[src/rtl/mux4_sched_pkg.sv]
// Shared types and constants for the four-requester round-robin mux scheduler.
package mux4_sched_pkg;

    typedef enum logic [1:0] {
        IDLE  = 2'd0,
        GRANT = 2'd1,
        GAP   = 2'd2
    } sched_state_t;

    localparam int NUM_REQ = 4;
    localparam int SEL_W   = 2;

    function automatic logic [NUM_REQ-1:0] idx_to_onehot(input logic [SEL_W-1:0] idx);
        logic [NUM_REQ-1:0] oh;
        oh      = '0;
        oh[idx] = 1'b1;
        return oh;
    endfunction

endpackage

[src/rtl/mux4_rr_sched_rr_pick4.sv]
// Combinational round-robin picker: first set request at or above ptr, wrapping 3 -> 0.
module rr_pick4
    import mux4_sched_pkg::*;
(
    input  logic [NUM_REQ-1:0] req_i,
    input  logic [SEL_W-1:0]   ptr_i,
    output logic               found_o,
    output logic [SEL_W-1:0]   idx_o
);

    logic [SEL_W-1:0] cand [NUM_REQ];

    genvar gi;
    generate
        for (gi = 0; gi < NUM_REQ; gi++) begin : g_cand
            assign cand[gi] = ptr_i + SEL_W'(gi);
        end
    endgenerate

    // Scan from the farthest offset down so the nearest requester wins last.
    always_comb begin
        found_o = 1'b0;
        idx_o   = ptr_i;
        for (int k = NUM_REQ - 1; k >= 0; k--) begin
            if (req_i[cand[k]]) begin
                found_o = 1'b1;
                idx_o   = cand[k];
            end
        end
    end

endmodule

[src/rtl/mux4_rr_sched.sv]
// Round-robin scheduler sharing a 4:1 single-bit mux among four requesters,
// with bounded grant slots, a one-cycle turnaround gap and a registered mux output.
module mux4_rr_sched
    import mux4_sched_pkg::*;
#(
    parameter int HOLD_W = 4
) (
    input  logic               clk_i,
    input  logic               rst_ni,
    input  logic               ena_i,
    input  logic [NUM_REQ-1:0] req_i,
    input  logic [NUM_REQ-1:0] din_i,
    input  logic [HOLD_W-1:0]  hold_len_i,
    output logic [NUM_REQ-1:0] grant_o,
    output logic [SEL_W-1:0]   sel_o,
    output logic               mux_out_o,
    output logic               out_valid_o,
    output logic               busy_o
);

    sched_state_t       state_q;
    logic [SEL_W-1:0]   ptr_q;
    logic [SEL_W-1:0]   sel_q;
    logic [NUM_REQ-1:0] grant_q;
    logic [HOLD_W-1:0]  cnt_q;
    logic [HOLD_W-1:0]  slot_len_q;
    logic               mux_out_q;
    logic               out_valid_q;
    logic               busy_q;

    logic               pick_found;
    logic [SEL_W-1:0]   pick_idx;
    logic [HOLD_W-1:0]  slot_len_d;
    logic               slot_end;

    rr_pick4 u_pick (
        .req_i   (req_i),
        .ptr_i   (ptr_q),
        .found_o (pick_found),
        .idx_o   (pick_idx)
    );

    assign slot_len_d = (hold_len_i == '0) ? HOLD_W'(1) : hold_len_i;
    assign slot_end   = (cnt_q >= slot_len_q - HOLD_W'(1)) || !req_i[sel_q];

    always_ff @(posedge clk_i or negedge rst_ni) begin
        if (!rst_ni) begin
            state_q     <= IDLE;
            ptr_q       <= '0;
            sel_q       <= '0;
            grant_q     <= '0;
            cnt_q       <= '0;
            slot_len_q  <= HOLD_W'(1);
            mux_out_q   <= 1'b0;
            out_valid_q <= 1'b0;
            busy_q      <= 1'b0;
        end else if (ena_i) begin
            // Output stage follows the registered grant, so data lags grant by one cycle.
            mux_out_q   <= (grant_q != '0) ? din_i[sel_q] : 1'b0;
            out_valid_q <= (grant_q != '0);

            case (state_q)
                IDLE, GAP: begin
                    if (pick_found) begin
                        state_q    <= GRANT;
                        grant_q    <= idx_to_onehot(pick_idx);
                        sel_q      <= pick_idx;
                        slot_len_q <= slot_len_d;
                        cnt_q      <= '0;
                        busy_q     <= 1'b1;
                    end else begin
                        state_q <= IDLE;
                    end
                end
                GRANT: begin
                    if (cnt_q != '1) begin
                        cnt_q <= cnt_q + HOLD_W'(1);
                    end
                    if (slot_end) begin
                        state_q <= GAP;
                        grant_q <= '0;
                        ptr_q   <= sel_q + SEL_W'(1);
                        busy_q  <= 1'b0;
                    end
                end
                default: begin
                    state_q <= IDLE;
                    grant_q <= '0;
                    busy_q  <= 1'b0;
                end
            endcase
        end
    end

    assign grant_o     = grant_q;
    assign sel_o       = sel_q;
    assign mux_out_o   = mux_out_q;
    assign out_valid_o = out_valid_q;
    assign busy_o      = busy_q;

endmodule
[config.mk]
export PLATFORM = sky130hd
export DESIGN_NAME = mux4_rr_sched
export DESIGN_NICKNAME = d
export VERILOG_FILES = /design/src/rtl/mux4_sched_pkg.sv /design/src/rtl/mux4_rr_sched_rr_pick4.sv /design/src/rtl/mux4_rr_sched.sv
export SDC_FILE = /design/constraint.sdc
export NUM_CORES = 1
export LEC_CHECK = 0
export BUFFER_PORTS_ARGS = -buffer_cell sky130_fd_sc_hd__buf_2
export CAP_MARGIN = 30
export CORE_MARGIN = 10
export CORE_UTILIZATION = 57
export DETAILED_ROUTE_END_ITERATION = 8
export PLACE_DENSITY = 0.88
export SLEW_MARGIN = 20
export SYNTH_ARGS = -nofsm -noshare
export SYNTH_HDL_FRONTEND = slang
export SYNTH_HIERARCHICAL = 1
export SYNTH_SLANG_ARGS = --single-unit
[constraint.sdc]
create_clock -name clk_i -period 3.4 [get_ports clk_i]
set_clock_uncertainty 0.2 [all_clocks]
set_input_delay 0.34 -clock clk_i [delete_from_list [all_inputs] [get_ports clk_i]]
set_output_delay 0.34 -clock clk_i [all_outputs]
set_load 0.02 [all_outputs]
* After elaboration in Yosys (flattened, before gate mapping)
Index checks and enable logic that the tools add are counted.
** Storage, ports and cells
- Register bits :: 21
- Bits of input ports :: 15
- Logic and storage cells :: 78
** Operators by class
- Add/sub/neg operators :: 6
- $lt $le $gt $ge :: 8
- Equality and inequality tests :: 6
- Multiplexer cells :: 36
- Reduce and logical (&&, ||, !) cells :: 13
** Operators by type and width (number)
- 4-bit 2-to-1 mux :: 5
- 2-bit by 3-bit less-than comparator with 1-bit output, second input constant :: 6
- 4-bit one-hot mux with 2 select lines :: 2
- 1-bit 2-to-1 mux :: 15
- 1-bit binary-select mux with 2-bit select :: 6
- 2-bit 2-to-1 mux :: 5
- 3-bit AND reduction :: 3
- 2-bit inequality test, second input constant :: 3
- 2-bit by 1-bit adder with 2-bit output, second input constant :: 2
- 2-bit adder, second input constant :: 2
- 4-bit by 1-bit adder with 4-bit output, second input constant :: 1
- 4-bit >= comparator :: 1
- 4-bit logical NOT :: 1
- 4-bit inequality test, second input constant :: 1
- 2-bit one-hot mux with 2 select lines :: 1
- 4-bit AND reduction :: 1
- 4-bit nonzero test :: 1
- 4-bit by 1-bit subtractor with 4-bit output, second input constant :: 1
- 1-bit demux with 2-bit select :: 1
- 2-bit by 1-bit == test with 1-bit output, second input constant :: 1
- 2-bit == test, second input constant :: 1
- 2-bit by 1-bit >= comparator with 1-bit output, second input constant :: 1
- 2-bit logical NOT :: 1
- 1-bit one-hot mux with 2 select lines :: 1
- other kinds (6) :: 6

* Depth between registers and ports, before layout
Gate-level depths: netlist of the first run.
- Depth in word-level cells :: 13
- Gate-level depth with buffers :: 8
- Gate-level depth less buffers :: 8

* By module
Netlist of the first run, hierarchy kept.
** Modules (own cells, without submodules)
- mux4_rr_sched :: instances 1, cells an instance 103, area each 1096.1 µm²
- rr_pick4 :: instances 1, cells an instance 16, area each 100.1 µm²

* Worst setup path before layout of the first run
OpenSTA, ideal clock, no wires.
- Path kind :: register to register
- Start point :: register slot_len_q[0]
- End point :: register ptr_q[1]
- Arrival time :: 1.945 ns
- Data required time :: 3.075 ns
- Slack :: 1.130 ns
- Cell stages (with the launch flop) :: 9
- Period minus slack after synthesis :: 2.270 ns
- Cells stage by stage :: dfstp_2 inv_1 ha_1 xnor2_1 ha_1 o211ai_1 o2bb2ai_1 o211ai_2 mux2_4
** Between the ends
- Longest elaborated chain between the ends :: 4
** RTL lines
- from (decl) :: line mux4_rr_sched.sv:26 : logic [HOLD_W-1:0] slot_len_q;
- from (signal assigned) :: line mux4_rr_sched.sv:68 : slot_len_q <= slot_len_d;
- 4-bit by 1-bit subtractor with 4-bit output :: line mux4_rr_sched.sv:44 : assign slot_end = (cnt_q >= slot_len_q - HOLD_W'(1)) || !req_i[sel_q];
- 4-bit >= comparator :: line mux4_rr_sched.sv:44
- 1-bit logical OR :: line mux4_rr_sched.sv:44
- 3-bit AND reduction (no line)
- to (signal assigned) :: line mux4_rr_sched.sv:82 : ptr_q <= sel_q + SEL_W'(1);
- to (decl) :: line mux4_rr_sched.sv:22 : logic [SEL_W-1:0] ptr_q;
Every way passes these cells.
A chain may end at the register's enable or synchronous reset.

* Final worst setup path of the first run
Same ends and word-level chain as after synthesis.

==> results of run 1 <==
==> worst max-delay path, delay by kind of cell, from the launching register on <==
family	cells	cell delay [ns]
compound gates	3	0.61
xor+xnor	1	0.13
fa+ha+maj	2	0.49
buf+inv	1	0.06
flops	1	0.54
mux	1	0.32
==> cell type report <==
type / count / area (sq um) / area share
multi-input combinational: 87 / 617 / 0.454
sequential: 21 / 527 / 0.387
timing repair buffer: 24 / 125 / 0.0920
tap: 27 / 33.8 / 0.0248
inverter: 8 / 30.0 / 0.0221
clock buffer: 3 / 22.5 / 0.0166
clock inverter: 1 / 5.00 / 0.00368
==> power groups by stage <==
stage          Sequential [uW]  Clock, uW  Combinational, uW
5_1_grt                    491        132                674
3_5_place_dp               476          0                601
4_1_cts                    471        126                606
3_3_place_gp               467          0                570
2_1_floorplan              504          0                410
6_report                   472        118                599
==> stage by stage <==
| step | total power, uW | utilization |
|---|---|---|
| after floorplan | 914 | - |
| after global placement | 1040 | 0.667 |
| after detailed placement | 1080 | 0.667 |
| after CTS | 1200 | 0.686 |
| after global routing | 1300 | 0.686 |
| final | 1190 | 0.686 |
==> state kept, by name, indices dropped and copies added (netlist names) <==
register	count
grant_o	4
sel_o	2
ptr_q	2
busy_o	1
out_valid_o	1
cnt_q	4
mux_out_o	1
state_q	2
slot_len_q	4
==> routing by layer <==
| layer | track usage | part of all wire |
|---|---|---|
| met3 | 0.0508 | 0.060 |
| met1 | 0.153 | 0.43 |
| met5 | 0 | 0 |
| met2 | 0.214 | 0.50 |
| met4 | 0.0321 | 0.0069 |
==> timing repair <==
item | in CTS | in global routing
hold buffers | 1 | 0
endpoints found under the hold margin | 20 | 0
resized for setup | 0 | 0
==> final timing paths <==
| kind | start | endpoint | cells after the start | slack, ns |
|---|---|---|---|---|
| hold reg to reg | busy_o$_DFFE_PN0P_ | busy_o$_DFFE_PN0P_ | 1 | 0.30 |
| hold / removal | hold_len_i[3] | slot_len_q[3]$_DFFE_PN0P_ | 3 | 0.04 |
| min in group asynchronous | rst_ni | cnt_q[2]$_DFFE_PN0P_ | 2 | 0.30 |
| setup / recovery | slot_len_q[0]$_DFFE_PN1P_ | ptr_q[1]$_DFFE_PN0P_ | 8 | 0.94 |
| max in group asynchronous | rst_ni | slot_len_q[0]$_DFFE_PN1P_ | 2 | 2.35 |
| setup reg to reg | slot_len_q[0]$_DFFE_PN1P_ | ptr_q[1]$_DFFE_PN0P_ | 8 | 0.94 |
==> Yosys cell counts (2+ instances only) <==
| library cell | n |
|---|---|
| dfrtp_1 | 20 |
| nand2_1 | 17 |
| o21ai_0 | 11 |
| inv_1 | 8 |
| ha_1 | 6 |
| nor3_1 | 5 |
| nand3_1 | 4 |
| a21o_1 | 3 |
| a21oi_1 | 3 |
| nor2_1 | 3 |
| o21ai_2 | 3 |
| o2bb2ai_1 | 3 |
| and2b_1 | 2 |
| and2b_2 | 2 |
| mux2_4 | 2 |
| mux2i_1 | 2 |
| o211ai_1 | 2 |
| or4_1 | 2 |
| xnor2_1 | 2 |
==> logic make-up (layout without fill, tap and decap cells) <==
logic type	Yosys count	count (layout)	synth area share
AND/OR/NAND/NOR	40	40	0.169
AO/OA/AOI/OAI	32	32	0.188
flip-flops	21	21	0.440
buffers and inverters	11	36	0.0439
adder cells (fa/ha/maj)	6	6	0.0628
multiplexers	6	6	0.0732
XOR/XNOR	3	3	0.0220
==> results_dict.tcl, run 1 <==
set metrics [dict create \
    worstPathMaxFanout 3 \
    tns_ns 0 \
    start_util 0.604 \
    timing_worst_setup_path_type "flip-flop to flip-flop" \
    cts_buffers 3 \
    cts_tree "built" \
    dr.pass1.iters 4 \
    totalWireLength_mm 2.62 \
    post-route-period-util 0.725 \
    end_kind "flip-flop" \
    holdWs_ns 0.0400 \
    final_net_count 166 \
    avgViaCountPerCell 5.79 \
    yosysWarningCount 6 \
    antenna_found_initial 0 \
    ys_ff_latch 21 \
    dp_cells 166 \
    period_needed_ns 2.46 \
    setup_viol_count_final 0 \
    synthTopCellsByArea "dfrtp_1 (42%), ha_1 (6.3%), nand2_1 (5.3%), o21ai_0 (4.6%), inv_1 (2.5%)" \
    place_congestion 0.854 \
    area_growth_pct 13.7 \
    cp_common_cell "ha_1" \
    vias 990 \
    status "finished clean" \
    combPwrFrac 0.504 \
    cts.path.max_buffers 2 \
    grt_setup_unrepaired "false" \
    slew_headroom 0.689 \
    dieArea_sq_um 4330 \
    vdd_drop_max_mv 0.526 \
    stdcell_count 171 \
    grt-ovfl-total 0 \
    cts_setup_buffers 0 \
    grt_pass1_vias 979 \
    switching_power_uw 518 \
    tightest_slew_ns 0.467 \
    fillerInstances 150 \
    yosys.area.top_type "dfrtp_1" \
    maxCapViolations 0 \
    intPower_uw 671 \
    clkTransAtPathRegs_ns 0.11 \
    slowest_stage "dfstp_2" \
    hold_path_class "input pin to flip-flop" \
    io_pins 24 \
    fp.dieW_um 65.8 \
    wire_per_inst_um 15.3 \
    core_sq_um 1980 \
    grt_util_all_layers 0.129 \
    ys_seq_area_frac 0.440 \
    syn_area_sq_um 1200 \
    fin_ws_ns 0.936 \
    cts_root_buf "clkbuf_4" \
    num_antenna_cells 0 \
    fmax_mhz 406 \
    synth_ff_type "dfrtp_1" \
    grt_pass1_wl_mm 4.50 \
    ys_types 38 \
    slowest_delay_ns 0.54 \
    fp.dieH_um 65.8 \
    place_area_sq_um 1320 \
    syn_inst 119 \
    seqPwrFrac 0.397 \
    synth_edf_count 0 \
    crit_chain "inv_1, ha_1, xnor2_1, ha_1, o211ai_1, o2bb2ai_1, o211ai_2, mux2_4" \
    p_per_area_nw_per_um2 874 \
    place_ws_ns 0.970 \
    worstSkewPairLatency_ns 0.30 \
    crit_arrival_ns 2.46 \
    final_cell_area_sq_um 1360 \
    syn_avg_cell_area_sq_um 10.1 \
    synthesis.nets 140 \
    htree_levels 1 \
    slew_violations 0 \
    route.detailed.drc 0 \
    critPathRequiredTime_ns 3.40 \
    async_flop_share 1.00 \
    grt_max_degree 22 \
    postRouteAntennaNets 0 \
    layout-drive-gt1-share 0.264 \
    drt_iter0_markers 39 \
    cp-start-kind "flip-flop" \
    dpl.hpwl_mm 2.11 \
    hold_viol 0 \
    leakagePower_uw 0.000699 \
    layout.cells.most_common_list "buf_2 (23), dfrtp_1 (20), nand2_1 (17)" \
    final_common_cell "buf_2" \
    power.share.switching 0.435 \
    numPortBuffers 23 \
    synth_top_area_frac 0.418 \
    cts.sinks 21 \
    power_frac_clock 0.100 \
    rows 16 \
]
(Power assumes the default switching activity.)
==> run 2: changes to the inputs <==
--- a/config.mk
+++ b/config.mk
@@ -5,12 +5,13 @@
 export SDC_FILE = /design/constraint.sdc
 export NUM_CORES = 1
 export LEC_CHECK = 0
+export ABC_AREA = 1
 export BUFFER_PORTS_ARGS = -buffer_cell sky130_fd_sc_hd__buf_2
 export CAP_MARGIN = 30
 export CORE_MARGIN = 10
-export CORE_UTILIZATION = 57
+export CORE_UTILIZATION = 55
 export DETAILED_ROUTE_END_ITERATION = 8
-export PLACE_DENSITY = 0.88
+export PLACE_DENSITY = 0.85
 export SLEW_MARGIN = 20
 export SYNTH_ARGS = -nofsm -noshare
 export SYNTH_HDL_FRONTEND = slang
==> constraint.sdc (replaced) <==
create_clock -name clk_i -period 2.3 [get_ports clk_i]
set_clock_uncertainty 0.2 [all_clocks]
set_input_delay 0.23 -clock clk_i [delete_from_list [all_inputs] [get_ports clk_i]]
set_output_delay 0.23 -clock clk_i [all_outputs]
set_load 0.02 [all_outputs]
==> run 2 against run 1 <==
Compared with the run above: count of clock-buffer cells in the layout is 1 higher; die area increased by 13%; maximum frequency is 18% higher; routed wire length is 21% higher; sequential power up 49%; highest routed layer unchanged.
==> results_dict.tcl, run 2 <==
set metrics [dict create \
    postRouteAntennaNets 0 \
    synth_edf_count 0 \
    worstPathMaxFanout 5 \
    route.detailed.drc 0 \
    vdd_drop_max_mv 0.957 \
    maxCapViolations 0 \
    crit_arrival_ns 2.08 \
    synthTopCellsByArea "dfrtp_1 (37%), nand2_1 (19%), inv_1 (6.0%), ha_1 (5.5%), o21ai_0 (5.5%)" \
    fp.dieW_um 69.9 \
    slowest_stage "dfstp_2" \
    syn_inst 190 \
    cts.path.max_buffers 2 \
    drt_iter0_markers 122 \
    fmax_mhz 479 \
    htree_levels 1 \
    io_pins 24 \
    fp.dieH_um 69.9 \
    tns_ns 0 \
    yosysWarningCount 6 \
    dieArea_sq_um 4880 \
    final_common_cell "nand2_1" \
    post-route-period-util 0.908 \
    clkTransAtPathRegs_ns 0.12 \
    synth_common_cells "nand2_1 (69), inv_1 (22), dfrtp_1 (20)" \
    crit_chain "inv_1, nand3_1, xor2_1, ha_1, a21oi_1, nand2_1, nor2_2, nand2_1, nand2_1, o21ai_0" \
    critPathRequiredTime_ns 2.29 \
    dpl.hpwl_mm 2.49 \
    async_flop_share 1.00 \
    cts_root_buf "clkbuf_4" \
    layout-drive-gt1-share 0.199 \
    grt-ovfl-total 0 \
    avgViaCountPerCell 5.18 \
    ys_seq_area_frac 0.385 \
    timing_worst_setup_path_type "flip-flop to flip-flop" \
    yosys.area.top_type "dfrtp_1" \
    numPortBuffers 23 \
    start_util 0.562 \
    place_congestion 0.894 \
    synth.most_common_cell "nand2_1" \
    grt_max_degree 22 \
    antenna_found_initial 0 \
    num_antenna_cells 0 \
    synth_ff_type "dfrtp_1" \
    tightest_slew_ns 0.462 \
    cp_common_cell "nand2_1" \
    hp-start "hold_len_i[0]" \
    ys_ff_latch 21 \
    worstSkewPairLatency_ns 0.30 \
    hold_viol 0 \
    core_sq_um 2430 \
    final_core_util 0.651 \
    cts_tree "built" \
    period_needed_ns 2.09 \
    final_net_count 243 \
    rows 18 \
    wire_per_inst_um 12.6 \
    synthesis.nets 211 \
    p_per_area_nw_per_um2 1360 \
    crit_start "slot_len_q[0]$_DFFE_PN1P_" \
    cts_buffers 3 \
    grt_setup_unrepaired "false" \
    hold_path_class "input pin to flip-flop" \
    fillerInstances 219 \
    setup_viol_count_final 0 \
    ys_types 31 \
    dr.pass1.iters 4 \
    grt_util_all_layers 0.129 \
    layout.cells.most_common_list "nand2_1 (69), buf_2 (23), inv_1 (22)" \
    vias 1299 \
    syn_area_sq_um 1370 \
    holdWs_ns 0.0306 \
    leakagePower_uw 0.000896 \
    cp-start-kind "flip-flop" \
    grt_pass1_vias 1288 \
    grt_pass1_wl_mm 5.54 \
    slew_headroom 0.692 \
    syn_avg_cell_area_sq_um 7.20 \
    slew_violations 0 \
    cts.sinks 21 \
    synth_top_area_frac 0.366 \
    slowest_delay_ns 0.54 \
    status "finished clean" \
    area_growth_pct 15.8 \
    totalWireLength_mm 3.16 \
    worstReg2RegStart "slot_len_q[0]$_DFFE_PN1P_" \
    cts_setup_buffers 0 \
    end_kind "flip-flop" \
]
## run 2: cell types whose count changed after synthesis, moves of 4 or more
cell | previous run | this run
nand2_1 | 17 | 69
inv_1 | 8 | 22
nand3_1 | 4 | 14
inv_2 | 0 | 5
nor3_1 | 5 | 0
o21ai_1 | 0 | 5
nor2_1 | 3 | 7
o21ai_0 | 11 | 15
## run 2: what timing repair did
action,in CTS,in global routing
gates resized for setup,0,0
hold endpoints to repair,24,0
hold buffers,5,0
setup endpoints to repair,0,0
## run 2: layer usage
layer | vias to the layer above | track usage | wire [um] | part of all wire
met5 | - | 0 | 0 | 0
met4 | 0 | 0.0329 | 10 | 0.0032
li1 | 659 | - | - | -
met3 | 2 | 0.0212 | 196 | 0.062
met2 | 44 | 0.210 | 1480 | 0.47
met1 | 594 | 0.172 | 1470 | 0.46
## run 2: through the flow
step,total power [uW],setup slack (ns),area [sq um],cells
floorplan,1660,0.423,1370,190
global placement,1920,0.269,1510,242
detailed placement,1970,0.208,1510,242
CTS,2160,0.188,1580,251
global route,2400,0.00304,1580,251
finish,2160,0.211,1580,251
## run 2: final timing paths
path	cells past startpoint	slack [ns]	end
setup reg to reg	10	0.21	ptr_q[0]$_DFFE_PN0P_
max in group asynchronous	2	1.36	slot_len_q[0]$_DFFE_PN1P_
hold reg to reg	2	0.29	busy_o$_DFFE_PN0P_
hold / removal	3	0.03	slot_len_q[0]$_DFFE_PN1P_
setup / recovery	10	0.21	ptr_q[0]$_DFFE_PN0P_
min in group asynchronous	2	0.20	slot_len_q[3]$_DFFE_PN0P_
## run 2: power by group
part	total (uW)	switching, uW	internal [uW]
sequential	702	172	530
combinational	1280	809	466
clock	181	113	67.7
## run 2: logic make-up (layout without fill, tap and decap cells)
kind of cell / count (synthesis) / in the layout / share of synthesized area
simple gates: 100 / 100 / 0.319
buf+inv: 31 / 62 / 0.0988
compound gates: 28 / 28 / 0.116
flops: 21 / 21 / 0.385
fa+ha+maj: 6 / 6 / 0.0549
xor+xnor: 4 / 4 / 0.0256
## run 2: layout make-up
class / count / area (sq um) / share of cell area
Clock buffer: 4 / 26.3 / 0.0166
Inverter: 28 / 108 / 0.0679
Multi-Input combinational cell: 138 / 706 / 0.445
Sequential cell: 21 / 527 / 0.333
Tap cell: 30 / 37.5 / 0.0237
Timing Repair Buffer: 30 / 180 / 0.114
## run 2: worst max-delay path, delay by kind of cell (launching register included)
| family | cells | cell delay [ns] |
|---|---|---|
| AOI/OAI and AO/OA | 2 | 0.23 |
| buffers and inverters | 1 | 0.07 |
| DFF | 1 | 0.54 |
| xor gates and xnor gates | 1 | 0.17 |
| adders and majority gates | 1 | 0.27 |
| and+or+nand+nor | 5 | 0.50 |
